--- config.mk ---
export PLATFORM = sky130hd
export DESIGN_NAME = controller_reduce_seq
export DESIGN_NICKNAME = d
export VERILOG_FILES = /design/src/rtl/controller_reduce_seq.sv
export SDC_FILE = /design/constraint.sdc
export NUM_CORES = 1
export LEC_CHECK = 0
export BUFFER_PORTS_ARGS = -buffer_cell sky130_fd_sc_hd__buf_2
export CAP_MARGIN = 20
export CORE_UTILIZATION = 49
export DETAILED_ROUTE_END_ITERATION = 16
export PLACE_DENSITY = 0.78
export REMOVE_ABC_BUFFERS = 1
export SLEW_MARGIN = 5
export SYNTH_ARGS = -nofsm -noshare
export SYNTH_HDL_FRONTEND = slang
export SYNTH_SLANG_ARGS = --single-unit
--- constraint.sdc ---
create_clock -name clk -period 2.39 [get_ports clk]
set_input_delay 0.478 -clock clk [delete_from_list [all_inputs] [get_ports clk]]
set_output_delay 0.478 -clock clk [all_outputs]
set_load 0.02 [all_outputs]
--- src/rtl/controller_reduce_seq.sv ---
// ============================================================================
// controller_reduce_seq : operator-precedence reduction sequencer
// Rev 1.0
// ============================================================================
`default_nettype none

module controller_reduce_seq #(
    parameter int OP_W   = 3,
    parameter int DATA_W = 32
) (
    input  logic              clk,
    input  logic              rst_n,
    input  logic              i_op_valid,
    input  logic [OP_W-1:0]   i_op_in,
    output logic              o_ready,
    input  logic              i_clr,
    input  logic [OP_W-1:0]   i_op_data,
    input  logic              i_op_empty,
    output logic              o_op_push,
    output logic [OP_W-1:0]   o_op_wdata,
    output logic              o_op_pop,
    input  logic [DATA_W-1:0] i_dt_data,
    input  logic              i_dt_empty,
    output logic              o_dt_push,
    output logic [DATA_W-1:0] o_dt_wdata,
    output logic              o_dt_pop,
    output logic [DATA_W-1:0] o_al_a,
    output logic [DATA_W-1:0] o_al_b,
    output logic [OP_W-1:0]   o_al_op,
    output logic              o_al_start,
    input  logic              i_al_done,
    input  logic [DATA_W-1:0] i_al_c,
    input  logic              i_al_err,
    output logic              o_done,
    output logic [DATA_W-1:0] o_result,
    output logic              o_error
);

    localparam logic [OP_W-1:0] c_OP_NO = OP_W'(0);
    localparam logic [OP_W-1:0] c_OP_AD = OP_W'(1);
    localparam logic [OP_W-1:0] c_OP_SB = OP_W'(2);
    localparam logic [OP_W-1:0] c_OP_MU = OP_W'(3);
    localparam logic [OP_W-1:0] c_OP_DI = OP_W'(4);
    localparam logic [OP_W-1:0] c_OP_LP = OP_W'(5);
    localparam logic [OP_W-1:0] c_OP_RP = OP_W'(6);
    localparam logic [OP_W-1:0] c_OP_OK = OP_W'(7);

    typedef enum logic [3:0] {
        S_IDLE   = 4'd0,
        S_CHECK  = 4'd1,
        S_POPB   = 4'd2,
        S_POPA   = 4'd3,
        S_EXEC   = 4'd4,
        S_WAIT   = 4'd5,
        S_PUSHR  = 4'd6,
        S_PUSHOP = 4'd7,
        S_FINAL  = 4'd8,
        S_ERR    = 4'd9
    } state_t;

    state_t              r_state;
    state_t              w_next;
    logic [OP_W-1:0]     r_cur;
    logic [OP_W-1:0]     r_aop;
    logic [DATA_W-1:0]   r_a;
    logic [DATA_W-1:0]   r_b;
    logic [DATA_W-1:0]   r_r;
    logic [DATA_W-1:0]   r_result;
    logic                w_ld_cur;
    logic                w_ld_b;
    logic                w_ld_a;
    logic                w_ld_r;
    logic                w_ld_res;

    function automatic logic f_is_bin(input logic [OP_W-1:0] op);
        return (op == c_OP_AD) || (op == c_OP_SB) || (op == c_OP_MU) || (op == c_OP_DI);
    endfunction

    function automatic logic [1:0] f_prec(input logic [OP_W-1:0] op);
        if ((op == c_OP_MU) || (op == c_OP_DI))
            return 2'd2;
        else if ((op == c_OP_AD) || (op == c_OP_SB))
            return 2'd1;
        else
            return 2'd0;
    endfunction

    always_comb begin
        w_next     = r_state;
        o_ready    = 1'b0;
        o_op_push  = 1'b0;
        o_op_pop   = 1'b0;
        o_dt_push  = 1'b0;
        o_dt_pop   = 1'b0;
        o_al_start = 1'b0;
        o_done     = 1'b0;
        w_ld_cur   = 1'b0;
        w_ld_b     = 1'b0;
        w_ld_a     = 1'b0;
        w_ld_r     = 1'b0;
        w_ld_res   = 1'b0;
        case (r_state)
            S_IDLE: begin
                o_ready = 1'b1;
                if (i_op_valid && (i_op_in != c_OP_NO)) begin
                    w_ld_cur = 1'b1;
                    w_next   = S_CHECK;
                end
            end
            S_CHECK: begin
                if (r_cur == c_OP_LP) begin
                    w_next = S_PUSHOP;
                end else if (i_op_empty) begin
                    if (r_cur == c_OP_RP)      w_next = S_ERR;
                    else if (r_cur == c_OP_OK) w_next = S_FINAL;
                    else                       w_next = S_PUSHOP;
                end else if (i_op_data == c_OP_LP) begin
                    if (r_cur == c_OP_RP) begin
                        o_op_pop = 1'b1;
                        w_next   = S_IDLE;
                    end else if (r_cur == c_OP_OK) begin
                        w_next = S_ERR;
                    end else begin
                        w_next = S_PUSHOP;
                    end
                end else if (f_is_bin(i_op_data)) begin
                    // Equal precedence reduces first, giving left associativity.
                    if (f_is_bin(r_cur) && (f_prec(r_cur) > f_prec(i_op_data)))
                        w_next = S_PUSHOP;
                    else
                        w_next = S_POPB;
                end else begin
                    w_next = S_ERR;
                end
            end
            S_POPB: begin
                if (i_dt_empty) begin
                    w_next = S_ERR;
                end else begin
                    w_ld_b   = 1'b1;
                    o_dt_pop = 1'b1;
                    w_next   = S_POPA;
                end
            end
            S_POPA: begin
                if (i_dt_empty) begin
                    w_next = S_ERR;
                end else begin
                    w_ld_a   = 1'b1;
                    o_dt_pop = 1'b1;
                    o_op_pop = 1'b1;
                    w_next   = S_EXEC;
                end
            end
            S_EXEC: begin
                o_al_start = 1'b1;
                w_next     = S_WAIT;
            end
            S_WAIT: begin
                if (i_al_done) begin
                    if (i_al_err) begin
                        w_next = S_ERR;
                    end else begin
                        w_ld_r = 1'b1;
                        w_next = S_PUSHR;
                    end
                end
            end
            S_PUSHR: begin
                o_dt_push = 1'b1;
                w_next    = S_CHECK;
            end
            S_PUSHOP: begin
                o_op_push = 1'b1;
                w_next    = S_IDLE;
            end
            S_FINAL: begin
                if (i_dt_empty) begin
                    w_next = S_ERR;
                end else begin
                    w_ld_res = 1'b1;
                    o_dt_pop = 1'b1;
                    o_done   = 1'b1;
                    w_next   = S_IDLE;
                end
            end
            S_ERR: begin
                if (i_clr) w_next = S_IDLE;
            end
            default: w_next = S_IDLE;
        endcase
    end

    always_ff @(posedge clk) begin
        if (!rst_n) begin
            r_state  <= S_IDLE;
            r_cur    <= '0;
            r_aop    <= '0;
            r_a      <= '0;
            r_b      <= '0;
            r_r      <= '0;
            r_result <= '0;
        end else begin
            r_state <= w_next;
            if (w_ld_cur) r_cur <= i_op_in;
            if (w_ld_b)   r_b   <= i_dt_data;
            if (w_ld_a) begin
                r_a   <= i_dt_data;
                r_aop <= i_op_data;
            end
            if (w_ld_r)   r_r      <= i_al_c;
            if (w_ld_res) r_result <= i_dt_data;
        end
    end

    // Error is sticky simply because ERR is only left through clr or reset.
    assign o_error    = (r_state == S_ERR);
    assign o_op_wdata = r_cur;
    assign o_dt_wdata = r_r;
    assign o_al_a     = r_a;
    assign o_al_b     = r_b;
    assign o_al_op    = r_aop;
    assign o_result   = r_result;

endmodule

`default_nettype wire

-- Yosys cells after proc, flatten, opt, wreduce, memory -nomap -nowiden
Cells that the tools add are included.
- flip-flop bits (word level): 138
- input port bits: 78
- output and inout port bits: 142
- logic and storage cells: 96
- magnitude comparators: 1
- equal/unequal tests: 24
- multiplexer cells: 50
- reduce and logical (&&, ||, !) cells: 14
- operators by type and width (cell ; number):
    $mux W4 ; 15
    $pmux W4 S9 ; 1
    $mux W2 ; 12
    $mux W1 ; 20
    $eq A3 B3 Y1 const B ; 6
    $eq A4 B3 Y1 const B ; 4
    $eq A3 B2 Y1 const B ; 4
    $eq A4 B2 Y1 const B ; 2
    $eq A4 B4 Y1 const B ; 2
    $logic_or A1 B1 Y1 ; 8
    $eq A3 B1 Y1 const B ; 2
    $ne A2 B2 Y1 const B ; 3
    $eq A4 B1 Y1 const B ; 1
    $logic_not A4 Y1 ; 1
    $mux W3 ; 1
    $reduce_and A3 Y1 ; 1
    $reduce_bool A3 Y1 ; 1
    $reduce_or A3 Y1 ; 1
    $gt A2 B2 Y1 ; 1
    $logic_and A1 B1 Y1 ; 2
    $pmux W1 S2 ; 1

-- Logic depth before layout (Yosys ltp)
Gate-level depths: netlist of the first run.
- depth after elaboration: 17
- gate-level depth with buffers: 9
- gate-level depth less buffers: 8

-- Worst setup path after synthesis of the first run
OpenSTA, ideal clock, no wires.
- kind: input to output
- from: in i_dt_empty
- to: out o_op_pop
- arrival time: 1.574 ns
- data required time: 1.912 ns
- path slack: 0.338 ns
- stages: 5
- buffers on the path: 3
- cell sequence: buf_2 or4_1 buf_2 buf_2 nand2_1
- word-level cells in the longest chain between the ends: 2
- ends and longest elaborated chain (item ; RTL line ; text):
    start, declared ; 23 ; input logic i_dt_empty,
    $mux W1 ; 146 ; if (i_dt_empty) begin
    $pmux W1 S2 ; 102 ; case (r_state)
    end, declared ; 21 ; output logic o_op_pop,
No other way between the ends.

-- Final worst setup path of the first run
- from: reg r_state[3]
- to: out o_op_pop
- word-level cells in the longest chain between the ends: 2
- elaborated cells on any way between the ends: 3
- classes of those cells: eq/ne: 2; mux: 1
- ends and longest elaborated chain (item ; RTL line ; text):
    start, declared ; 61 ; state_t r_state;
    start signal, assigned ; 204 ; r_state <= w_next;
    $eq A4 B2 Y1 or $eq A4 B1 Y1 (tied branches) ; 102 ;
    $pmux W1 S2 * ; 102 ;
Every way passes the cells marked *; elsewhere a longest branch is shown, timed or not.

==> metrics.txt, run 1 <==
outcome finished clean; PD cells 801 nW/um^2; post-route minimum period 2.28 ns; Async SR Flop Fraction 0; H-tree Lvls 4; Antenna Cells 0; f_max 438 MHz; tightest slew margin relative to the limit 0.542; detailed-route wire length 14800 um; CTS sink cnt 138; Die Y 110 um; Die Area 12000 um^2; ratio of cells with drive above 1 in the final layout 0.299; Lkg Pwr 3.27 nW; count of distinct cell types in the synthesized netlist 44; Filler Cell Count 974; Vias 5334; Avg Cell Area, Syn 8.16 um^2; count of final max-slew check failures 0; max-capacitance violation count 0; Synth warnings 0; Post-DP Area 6900 um^2; maximum fanout encountered on the critical timing path 13; most area-hungry cell type in the Yosys netlist sky130_fd_sc_hd__dfxtp_1; floorplan die width 110 um; Tot GR Track Use 0.251; final design area excluding fillers 7460 um^2; critical setup path kind register to output port; DRC errors left 0; Area contributors post-synth sky130_fd_sc_hd__dfxtp_1 (49%), sky130_fd_sc_hd__nand2_1 (18%), sky130_fd_sc_hd__a21boi_1 (17%), sky130_fd_sc_hd__clkbuf_1 (2.2%), sky130_fd_sc_hd__buf_2 (1.5%); Initial DRC Count 273; clock tree from TritonCTS built; core area 11000 um^2; Vias/cell 5.07; number of standard-cell rows in the floorplan 38; number of failing hold endpoints at the final stage 0; most frequently used flop master after synthesis sky130_fd_sc_hd__dfxtp_1; Fin Clk Skew 0.00871 ns; antenna violation net count after detailed routing 0; IR Drop Worst-Case VDD 0.520 mV; multi-input gate area in the final layout 2660 um^2; Hold Crit Class primary input to register; Syn Std Cell Area 5660 um^2; CTS buffer count 17; area of all sequential standard cells 2770 um^2; final count of negative-setup-slack endpoints 0; first-pass GRT wire length 22900 um; HPWL Detailed 9950 um; root buf cell sky130_fd_sc_hd__clkbuf_16; initial antenna violation count 0; clock latency on the worst-skew pair 0.41 ns; setup tns final 0 ns; grt total ovfl 0; kind of end point of the critical path output port; Slew @ Worst Pin 0.687 ns; WL per Instance 14.1 um; share of the yosys chip area belonging to registers 0.488; maximum number of buffers from clock root to sink 2; number of buffers added to fix hold violations after cts 0; number of nets at the end of the flow 982; Startpoint Class register; Arrival @ worst endpoint 1.81 ns; final critical-path share of the clock period 0.956; post-synthesis register bit count 138; unrepaired setup endpoints after global routing no; GPL Wtd Cong 0.817; number of global-route vias before repair 4663; detailed-routing iteration count for the pre-antenna-repair pass 5; pin count of the biggest net entering global routing 36; Clock transition at path regs 0.06 ns; Final Util 0.676; count of input and output buffers 219; layout-stage area growth over the synthesis result 31.7%; cells after synthesis 694; number of flops mapped to enable cells by yosys 0; data required time of the worst path 1.91 ns; starting density of the core 0.513; num ports 220; area share of the leading cell type in the synthesized netlist 0.488
[Yosys cell counts, drive strengths merged, types with 2 or more instances]
master,count
a32oi,2
buf,21
clkbuf,33
nor3,3
nand2b,5
mux2i,3
a21boi,132
a21oi,9
o21a,2
nand2,271
xnor2,2
nor2,14
inv,4
nand3,6
nor4,3
o21ai,11
ha,2
xor2,2
or4,2
and3,4
nor2b,8
dfxtp,138
o211ai,2
[path summary, 6_finish.rpt]
| kind | to | slack, ns | from | cells after the start |
|---|---|---|---|---|
| min | o_dt_wdata[16]$_SDFFE_PN0P_ | 0.31 | i_al_c[16] | 3 |
| min reg2reg | o_dt_wdata[1]$_SDFFE_PN0P_ | 0.45 | o_dt_wdata[1]$_SDFFE_PN0P_ | 2 |
| max | o_op_pop | 0.11 | r_state[3]$_SDFFE_PN0P_ | 4 |
| max reg2reg | r_state[2]$_SDFFE_PN0P_ | 0.56 | o_op_wdata[0]$_SDFFE_PN0P_ | 8 |
[final cells by class]
cell class / instances / area share
flip-flops and latches: 138 / 0.371
multi-input cells: 498 / 0.356
repair buffers: 243 / 0.177
clock buffers: 26 / 0.0615
well taps: 140 / 0.0235
clock inverters: 3 / 0.00905
inverters: 4 / 0.00235
[worst max-delay path, cell delays in order, from the launching register on]
cell	delay [ns]
sky130_fd_sc_hd__dfxtp_1	0.37
sky130_fd_sc_hd__buf_6	0.18
sky130_fd_sc_hd__or4_1	0.57
sky130_fd_sc_hd__nand2_1	0.10
sky130_fd_sc_hd__buf_2	0.17
[layer usage]
layer / wire length, um / up-vias / global-route usage / part of all wire
li1: - / 2697 / - / -
met1: 6140 / 2434 / 0.290 / 0.41
met2: 7390 / 182 / 0.434 / 0.50
met3: 1000 / 21 / 0.0765 / 0.067
met4: 301 / 0 / 0.0971 / 0.020
met5: 0 / - / 0 / 0
[registers in the layout (all words and copies together) (netlist names)]
signal,count
o_al_a,32
o_al_b,32
o_al_op,3
o_dt_wdata,32
o_op_wdata,3
o_result,32
r_state,4
[repair_timing]
action,in CTS,in global routing
buffers inserted,1,1
resized for setup,2,5
pin swaps,1,1
setup endpoints to repair,1,2
[metrics by stage]
stage / hold WS, ns / power, mW / setup slack (ns) / cells
2_1_floorplan: 0.533 / 3.15 / 0.0985 / 640
3_3_place_gp: 0.438 / 3.55 / 0.339 / 1021
3_5_place_dp: 0.442 / 3.56 / 0.346 / 1021
4_1_cts: 0.290 / 5.98 / 0.00740 / 1051
5_1_grt: 0.299 / 6.26 / 0.00150 / 1052
6_report: 0.305 / 5.98 / 0.106 / 1052
[cells in the final DEF (no fill, tap or decap), types with 2 or more instances in the layout]
cell type                   instances
sky130_fd_sc_hd__a21boi_0           5
sky130_fd_sc_hd__a21boi_1         127
sky130_fd_sc_hd__a21oi_1            9
sky130_fd_sc_hd__a32oi_1            2
sky130_fd_sc_hd__and3_1             4
sky130_fd_sc_hd__buf_12             3
sky130_fd_sc_hd__buf_2            219
sky130_fd_sc_hd__buf_4             20
sky130_fd_sc_hd__bufinv_16          2
sky130_fd_sc_hd__clkbuf_1           9
sky130_fd_sc_hd__clkbuf_16         17
sky130_fd_sc_hd__dfxtp_1          134
sky130_fd_sc_hd__dfxtp_2            4
sky130_fd_sc_hd__ha_1               2
sky130_fd_sc_hd__inv_1              3
sky130_fd_sc_hd__mux2i_1            3
sky130_fd_sc_hd__nand2_1          271
sky130_fd_sc_hd__nand2b_1           5
sky130_fd_sc_hd__nand3_1            6
sky130_fd_sc_hd__nor2_1            14
sky130_fd_sc_hd__nor2b_1            8
sky130_fd_sc_hd__nor3_1             3
sky130_fd_sc_hd__nor4_4             2
sky130_fd_sc_hd__o211ai_1           2
sky130_fd_sc_hd__o21a_1             2
sky130_fd_sc_hd__o21ai_0            8
sky130_fd_sc_hd__o21ai_1            3
sky130_fd_sc_hd__or4_1              2
sky130_fd_sc_hd__xnor2_1            2
sky130_fd_sc_hd__xor2_1             2
[cells by family (layout without fill, tap and decap cells)]
group,after synthesis,after routing,share of synthesized area
XOR/XNOR,4,4,0.00619
flip-flops,138,138,0.488
AND/OR/NAND/NOR,323,323,0.238
AO/OA/AOI/OAI,166,166,0.212
multiplexers,3,3,0.00530
adder cells (fa/ha/maj),2,2,0.00442
buffers and inverters,58,276,0.0466
[where the power goes]
part	total, mW	switching, mW	leakage (nW)	internal (mW)
Sequential	2.53	0.119	1.11	2.41
Combinational	1.04	0.606	1.91	0.431
Clock	2.41	0.894	0.249	1.52
Total	5.98	1.62	3.27	4.36
Note: power is estimated with default switching activity, not from simulation.
==> run 2, diff against run 1 <==
- PLACE_DENSITY: 0.78 -> 0.91
==> metrics.txt, run 2 (synthesis gave the netlist of run 1 again) <==
Hold Crit Class primary input to register; count of input and output buffers 219; Vias 5437; multi-input gate area in the final layout 2660 um^2; Antenna Cells 0; number of nets at the end of the flow 971; worst reg-to-reg path cell count 7; root buf cell sky130_fd_sc_hd__clkbuf_16; first-pass GRT wire length 23300 um; unrepaired setup endpoints after global routing no; pin count of the biggest net entering global routing 75; critical setup path kind register to output port; most frequent standard cell in the layout excluding fill and tap cells sky130_fd_sc_hd__nand2_1; origin of the worst setup path r_state[2]$_SDFFE_PN0P_; setup tns final 0 ns; Fin Clk Skew 0.00530 ns; f_max 431 MHz; CTS buffer count 17; H-tree Lvls 4; HPWL Detailed 10200 um; tightest slew margin relative to the limit 0.676; number of global-route vias before repair 4899; number of buffers added to fix hold violations after cts 0; GPL Wtd Cong 0.886; Die Y 110 um; starting density of the core 0.513; antenna violation net count after detailed routing 0; Clock transition at path regs 0.06 ns; Setup Buffers After CTS 0; WL per Instance 14.5 um; floorplan die width 110 um; initial antenna violation count 0; core area 11000 um^2; Slew @ Worst Pin 0.482 ns; num ports 220; r2r setup slk 0.43 ns; area of all sequential standard cells 2770 um^2; Critical R2R Launch r_state[2]$_SDFFE_PN0P_; critical path depth in cells 5; detailed-routing iteration count for the pre-antenna-repair pass 5; ratio of cells with drive above 1 in the final layout 0.300; slowest cell delay on critical path 0.39 ns; crit-path leading delay family simple AND/OR/NAND/NOR gates; series of cell instances along the critical path buf_4, nand2b_1, or3_1, inv_4, clkbuf_4; destination of the worst register-to-register timing path o_result[23]$_SDFFE_PN0P_; Tot GR Track Use 0.254; Filler Cell Count 914; number of failing hold endpoints at the final stage 0; Die Area 12000 um^2; Startpoint Class register; CTS sink cnt 138; count of final max-slew check failures 0; data required time of the worst path 1.91 ns; grt total ovfl 0; max-capacitance violation count 0; cells resized by post-CTS repair 3; number of standard-cell rows in the floorplan 38; outcome finished clean; final count of negative-setup-slack endpoints 0; post-route minimum period 2.32 ns; Vias/cell 5.21; IR Drop Worst-Case VDD 0.527 mV; kind of end point of the critical path output port; worst hold slack 0.300 ns; maximum fanout encountered on the critical timing path 16; CP max-delay cell sky130_fd_sc_hd__or3_1; PD cells 824 nW/um^2; Initial DRC Count 293; WP buf/inv 3; DRC errors left 0; final critical-path share of the clock period 0.971; last element of the critical path o_done; layout-stage area growth over the synthesis result 30.8%; clock latency on the worst-skew pair 0.42 ns; highest-count cells in the layout ignoring fill and taps sky130_fd_sc_hd__nand2_1 (271), sky130_fd_sc_hd__buf_2 (217), sky130_fd_sc_hd__dfxtp_1 (135); Arrival @ worst endpoint 1.84 ns; detailed-route wire length 15200 um; Lkg Pwr 3.23 nW; clock tree from TritonCTS built; maximum number of buffers from clock root to sink 2
## run 2: changes by cell type in the layout (fill, tap and decap cells not counted)
cell | previous run | this run
sky130_fd_sc_hd__inv_8 | 0 | 1
sky130_fd_sc_hd__clkinvlp_4 | 1 | 4
sky130_fd_sc_hd__dfxtp_1 | 134 | 135
sky130_fd_sc_hd__buf_12 | 3 | 1
sky130_fd_sc_hd__buf_4 | 20 | 12
sky130_fd_sc_hd__clkinv_2 | 0 | 2
sky130_fd_sc_hd__dfxtp_2 | 4 | 2
sky130_fd_sc_hd__dfxtp_4 | 0 | 1
sky130_fd_sc_hd__buf_2 | 219 | 217
sky130_fd_sc_hd__clkinv_4 | 0 | 2
sky130_fd_sc_hd__clkbuf_4 | 0 | 1
sky130_fd_sc_hd__inv_6 | 0 | 2
sky130_fd_sc_hd__clkbuf_1 | 9 | 1
## run 2: worst min-delay path by stage
stage	from	end	slack, ns	cells after the start
2_1_floorplan	o_al_a[0]$_SDFFE_PN0P_	o_al_a[0]$_SDFFE_PN0P_	0.53	2
3_3_place_gp	o_al_b[28]$_SDFFE_PN0P_	o_al_b[28]$_SDFFE_PN0P_	0.44	2
3_5_place_dp	o_al_b[28]$_SDFFE_PN0P_	o_al_b[28]$_SDFFE_PN0P_	0.44	2
4_1_cts	i_al_c[9]	o_dt_wdata[9]$_SDFFE_PN0P_	0.29	3
5_1_grt	i_al_c[23]	o_dt_wdata[23]$_SDFFE_PN0P_	0.30	3
6_report	i_al_c[23]	o_dt_wdata[23]$_SDFFE_PN0P_	0.30	3
## run 2: cell type report
type                            instances  share of cell area
Clock buffer                           18              0.0579
Clock inverter                         13              0.0198
Inverter                                4             0.00236
Multi-Input combinational cell        498               0.359
Sequential cell                       138               0.374
Tap cell                              140              0.0236
Timing Repair Buffer                  232               0.164
## run 2: metrics by stage
| stage | instances | utilization | power [mW] | area, um^2 | setup WS [ns] |
|---|---|---|---|---|---|
| final | 1043 | 0.672 | 6.11 | 7410 | 0.0699 |
| after floorplan | 640 | - | 3.15 | 5420 | 0.0985 |
| after global placement | 1012 | 0.617 | 3.54 | 6810 | 0.358 |
| after global routing | 1043 | 0.672 | 6.35 | 7410 | 0.0143 |
| after CTS | 1043 | 0.671 | 6.13 | 7400 | -0.00407 |
| after detailed placement | 1012 | 0.617 | 3.56 | 6810 | 0.344 |
## run 2: metal layers
layer	up-vias	GRT usage	share of wire
li1	2664	-	-
met2	219	0.429	0.49
met5	-	0	0
met3	26	0.0842	0.093
met1	2528	0.290	0.40
met4	0	0.120	0.021
## run 2: report_power, final
| part | leakage (nW) | total [mW] | switching (mW) | internal (mW) |
|---|---|---|---|---|
| combinational | 1.84 | 1.03 | 0.631 | 0.401 |
| sequential | 1.11 | 2.52 | 0.109 | 2.41 |
| clock | 0.271 | 2.55 | 1.01 | 1.54 |
## run 2: worst reg2reg max path, delay by kind of cell (launching register included)
family                 cells  cell delay (ns)
buffers and inverters      3             0.63
and+or+nand+nor            3             0.74
DFF                        1             0.34
AOI/OAI and AO/OA          1             0.17
==> run 3, diff against run 2 <==
- ABC_AREA: default -> 1
- CORE_UTILIZATION: 49 -> 48
- PLACE_DENSITY: 0.91 -> 0.9
==> metrics.txt, run 3 <==
outcome finished clean; maximum fanout encountered on the critical timing path 5; PD cells 848 nW/um^2; starting density of the core 0.500; final count of negative-setup-slack endpoints 0; maximum number of buffers from clock root to sink 2; Clock transition at path regs 0.06 ns; detailed-routing iteration count for the pre-antenna-repair pass 4; kind of end point of the critical path output port; Vias/cell 4.92; switching power as a share of total power 0.280; Area contributors post-synth sky130_fd_sc_hd__dfxtp_1 (50%), sky130_fd_sc_hd__nor2_1 (9.5%), sky130_fd_sc_hd__o21ai_0 (7.5%), sky130_fd_sc_hd__inv_1 (6.0%), sky130_fd_sc_hd__a21oi_1 (4.7%); H-tree Lvls 4; number of buffers added to fix hold violations after cts 0; root buf cell sky130_fd_sc_hd__clkbuf_16; layout-stage area growth over the synthesis result 30.9%; leading cell types by count after synthesis sky130_fd_sc_hd__nor2_1 (139), sky130_fd_sc_hd__dfxtp_1 (138), sky130_fd_sc_hd__inv_1 (87); data required time of the worst path 1.91 ns; detailed-route wire length 13900 um; Arrival @ worst endpoint 1.60 ns; Tot GR Track Use 0.237; Fin Clk Skew 0.00580 ns; total power after layout 6.09 mW; Async SR Flop Fraction 0; sequential share of power 0.414; ratio of cells with drive above 1 in the final layout 0.340; cells after synthesis 694; post-synthesis register bit count 138; Int Power 4.39 mW; grt total ovfl 0; floorplan die width 109 um; Syn Std Cell Area 5490 um^2; CTS sink cnt 138; Hold Crit Class primary input to register; count of input and output buffers 219; unrepaired setup endpoints after global routing no; count of distinct cell types in the synthesized netlist 26; core area 11000 um^2; Clock power frac 0.432; critical setup path kind register to output port; Avg Cell Area, Syn 7.91 um^2; most area-hungry cell type in the Yosys netlist sky130_fd_sc_hd__dfxtp_1; pin count of the biggest net entering global routing 99; Antenna Cells 0; Startpoint Class register; number of flops mapped to enable cells by yosys 0; initial antenna violation count 1; series of cell instances along the critical path nor2_1, nand2_1, nor2_2, inv_1, nand2_1, buf_2; Switching Power 1.70 mW; Die Area 11900 um^2; first-pass GRT wire length 21700 um; tightest slew margin relative to the limit 0.674; count of final max-slew check failures 0; cells resized by post-CTS repair 0; Logic pwr share 0.155; HPWL Detailed 9500 um; IR Drop Worst-Case VDD 0.550 mV; Vias 5180; most frequent standard cell in the layout excluding fill and tap cells sky130_fd_sc_hd__buf_2; final critical-path share of the clock period 0.871; post-route minimum period 2.08 ns; Filler Cell Count 910; most frequently used flop master after synthesis sky130_fd_sc_hd__dfxtp_1; number of standard-cell rows in the floorplan 38; DRC errors left 0; Setup Buffers After CTS 0; dominant cell type by count on the critical path sky130_fd_sc_hd__nand2_1; count leader, synth sky130_fd_sc_hd__nor2_1; number of global-route vias before repair 4720; f_max 481 MHz; number of failing hold endpoints at the final stage 0; share of the yosys chip area belonging to registers 0.503; CTS buffer count 17; highest-count cells in the layout ignoring fill and taps sky130_fd_sc_hd__buf_2 (218), sky130_fd_sc_hd__nor2_1 (139), sky130_fd_sc_hd__dfxtp_1 (138); Slew @ Worst Pin 0.489 ns; post-route setup slack 0.309 ns; antenna violation net count after detailed routing 0; area share of the leading cell type in the synthesized netlist 0.503; clock tree from TritonCTS built; number of nets at the end of the flow 980; crit-path leading delay family simple AND/OR/NAND/NOR gates; Final Util 0.654; GPL Wtd Cong 0.852; max-capacitance violation count 0; WL per Instance 13.2 um; Lkg Pwr 3.52 nW; num ports 220; clock latency on the worst-skew pair 0.41 ns; Die Y 109 um; Synth warnings 0; CP max-delay cell sky130_fd_sc_hd__dfxtp_1; pre-CTS setup slack 0.377 ns; Initial DRC Count 341; WP buf/inv 2; slowest cell delay on critical path 0.35 ns
run 3: cells by family (layout without fill, tap and decap cells):
| group | Yosys count | count (layout) | share of synthesized area |
|---|---|---|---|
| fa+ha+maj | 2 | 2 | 0.00456 |
| buf+inv | 132 | 350 | 0.112 |
| simple gates | 199 | 199 | 0.150 |
| compound gates | 223 | 223 | 0.230 |
| flops | 138 | 138 | 0.503 |
run 3: worst paths after layout:
| check | start | end | slack, ns | depth (start not counted) |
|---|---|---|---|---|
| setup / recovery | r_state[0]$_SDFFE_PN0P_ | o_dt_pop | 0.31 | 6 |
| hold / removal | i_al_c[17] | o_dt_wdata[17]$_SDFFE_PN0P_ | 0.32 | 3 |
| setup reg to reg | r_state[2]$_SDFFE_PN0P_ | o_al_b[29]$_SDFFE_PN0P_ | 0.57 | 7 |
| hold reg to reg | o_al_b[3]$_SDFFE_PN0P_ | o_al_b[3]$_SDFFE_PN0P_ | 0.44 | 2 |
run 3: through the flow:
step	instance area [um^2]	hold slack, ns	TNS, ns	std cells
final	7180	0.320	0	1052
after global routing	7180	0.317	0	1052
after CTS	7180	0.297	0	1052
after detailed placement	6590	0.431	0	1021
after global placement	6590	0.427	0	1021
after floorplan	5220	0.520	-0.245	654
run 3: cell type report:
cell class	instances	area, um^2	share of cell area
sequential	138	2760	0.385
inverter	92	345	0.0481
tap	140	175	0.0244
timing repair buffer	227	1180	0.165
multi-input combinational	424	2120	0.295
clock inverter	14	173	0.0240
clock buffer	17	425	0.0592
run 3: per-layer routing:
metal | GRT usage | wire, um | vias to the layer above
met2 | 0.396 | 6500 | 193
met5 | 0 | 13 | -
met4 | 0.129 | 364 | 2
met1 | 0.275 | 5940 | 2308
met3 | 0.0628 | 1070 | 35
li1 | - | - | 2642
run 3: worst min-delay path, stage by stage:
cell and delay, ns:
sky130_fd_sc_hd__buf_2 0.08, sky130_fd_sc_hd__o21ai_2 0.05, sky130_fd_sc_hd__a21oi_2 0.08
run 3: power by group through the flow:
stage	registers (mW)	logic (mW)	clock network, mW
floorplan	2.70	0.440	0
global route	2.54	1.05	2.79
CTS	2.52	0.945	2.68
global placement	2.56	0.921	0
detailed placement	2.56	0.939	0
finish	2.52	0.942	2.63
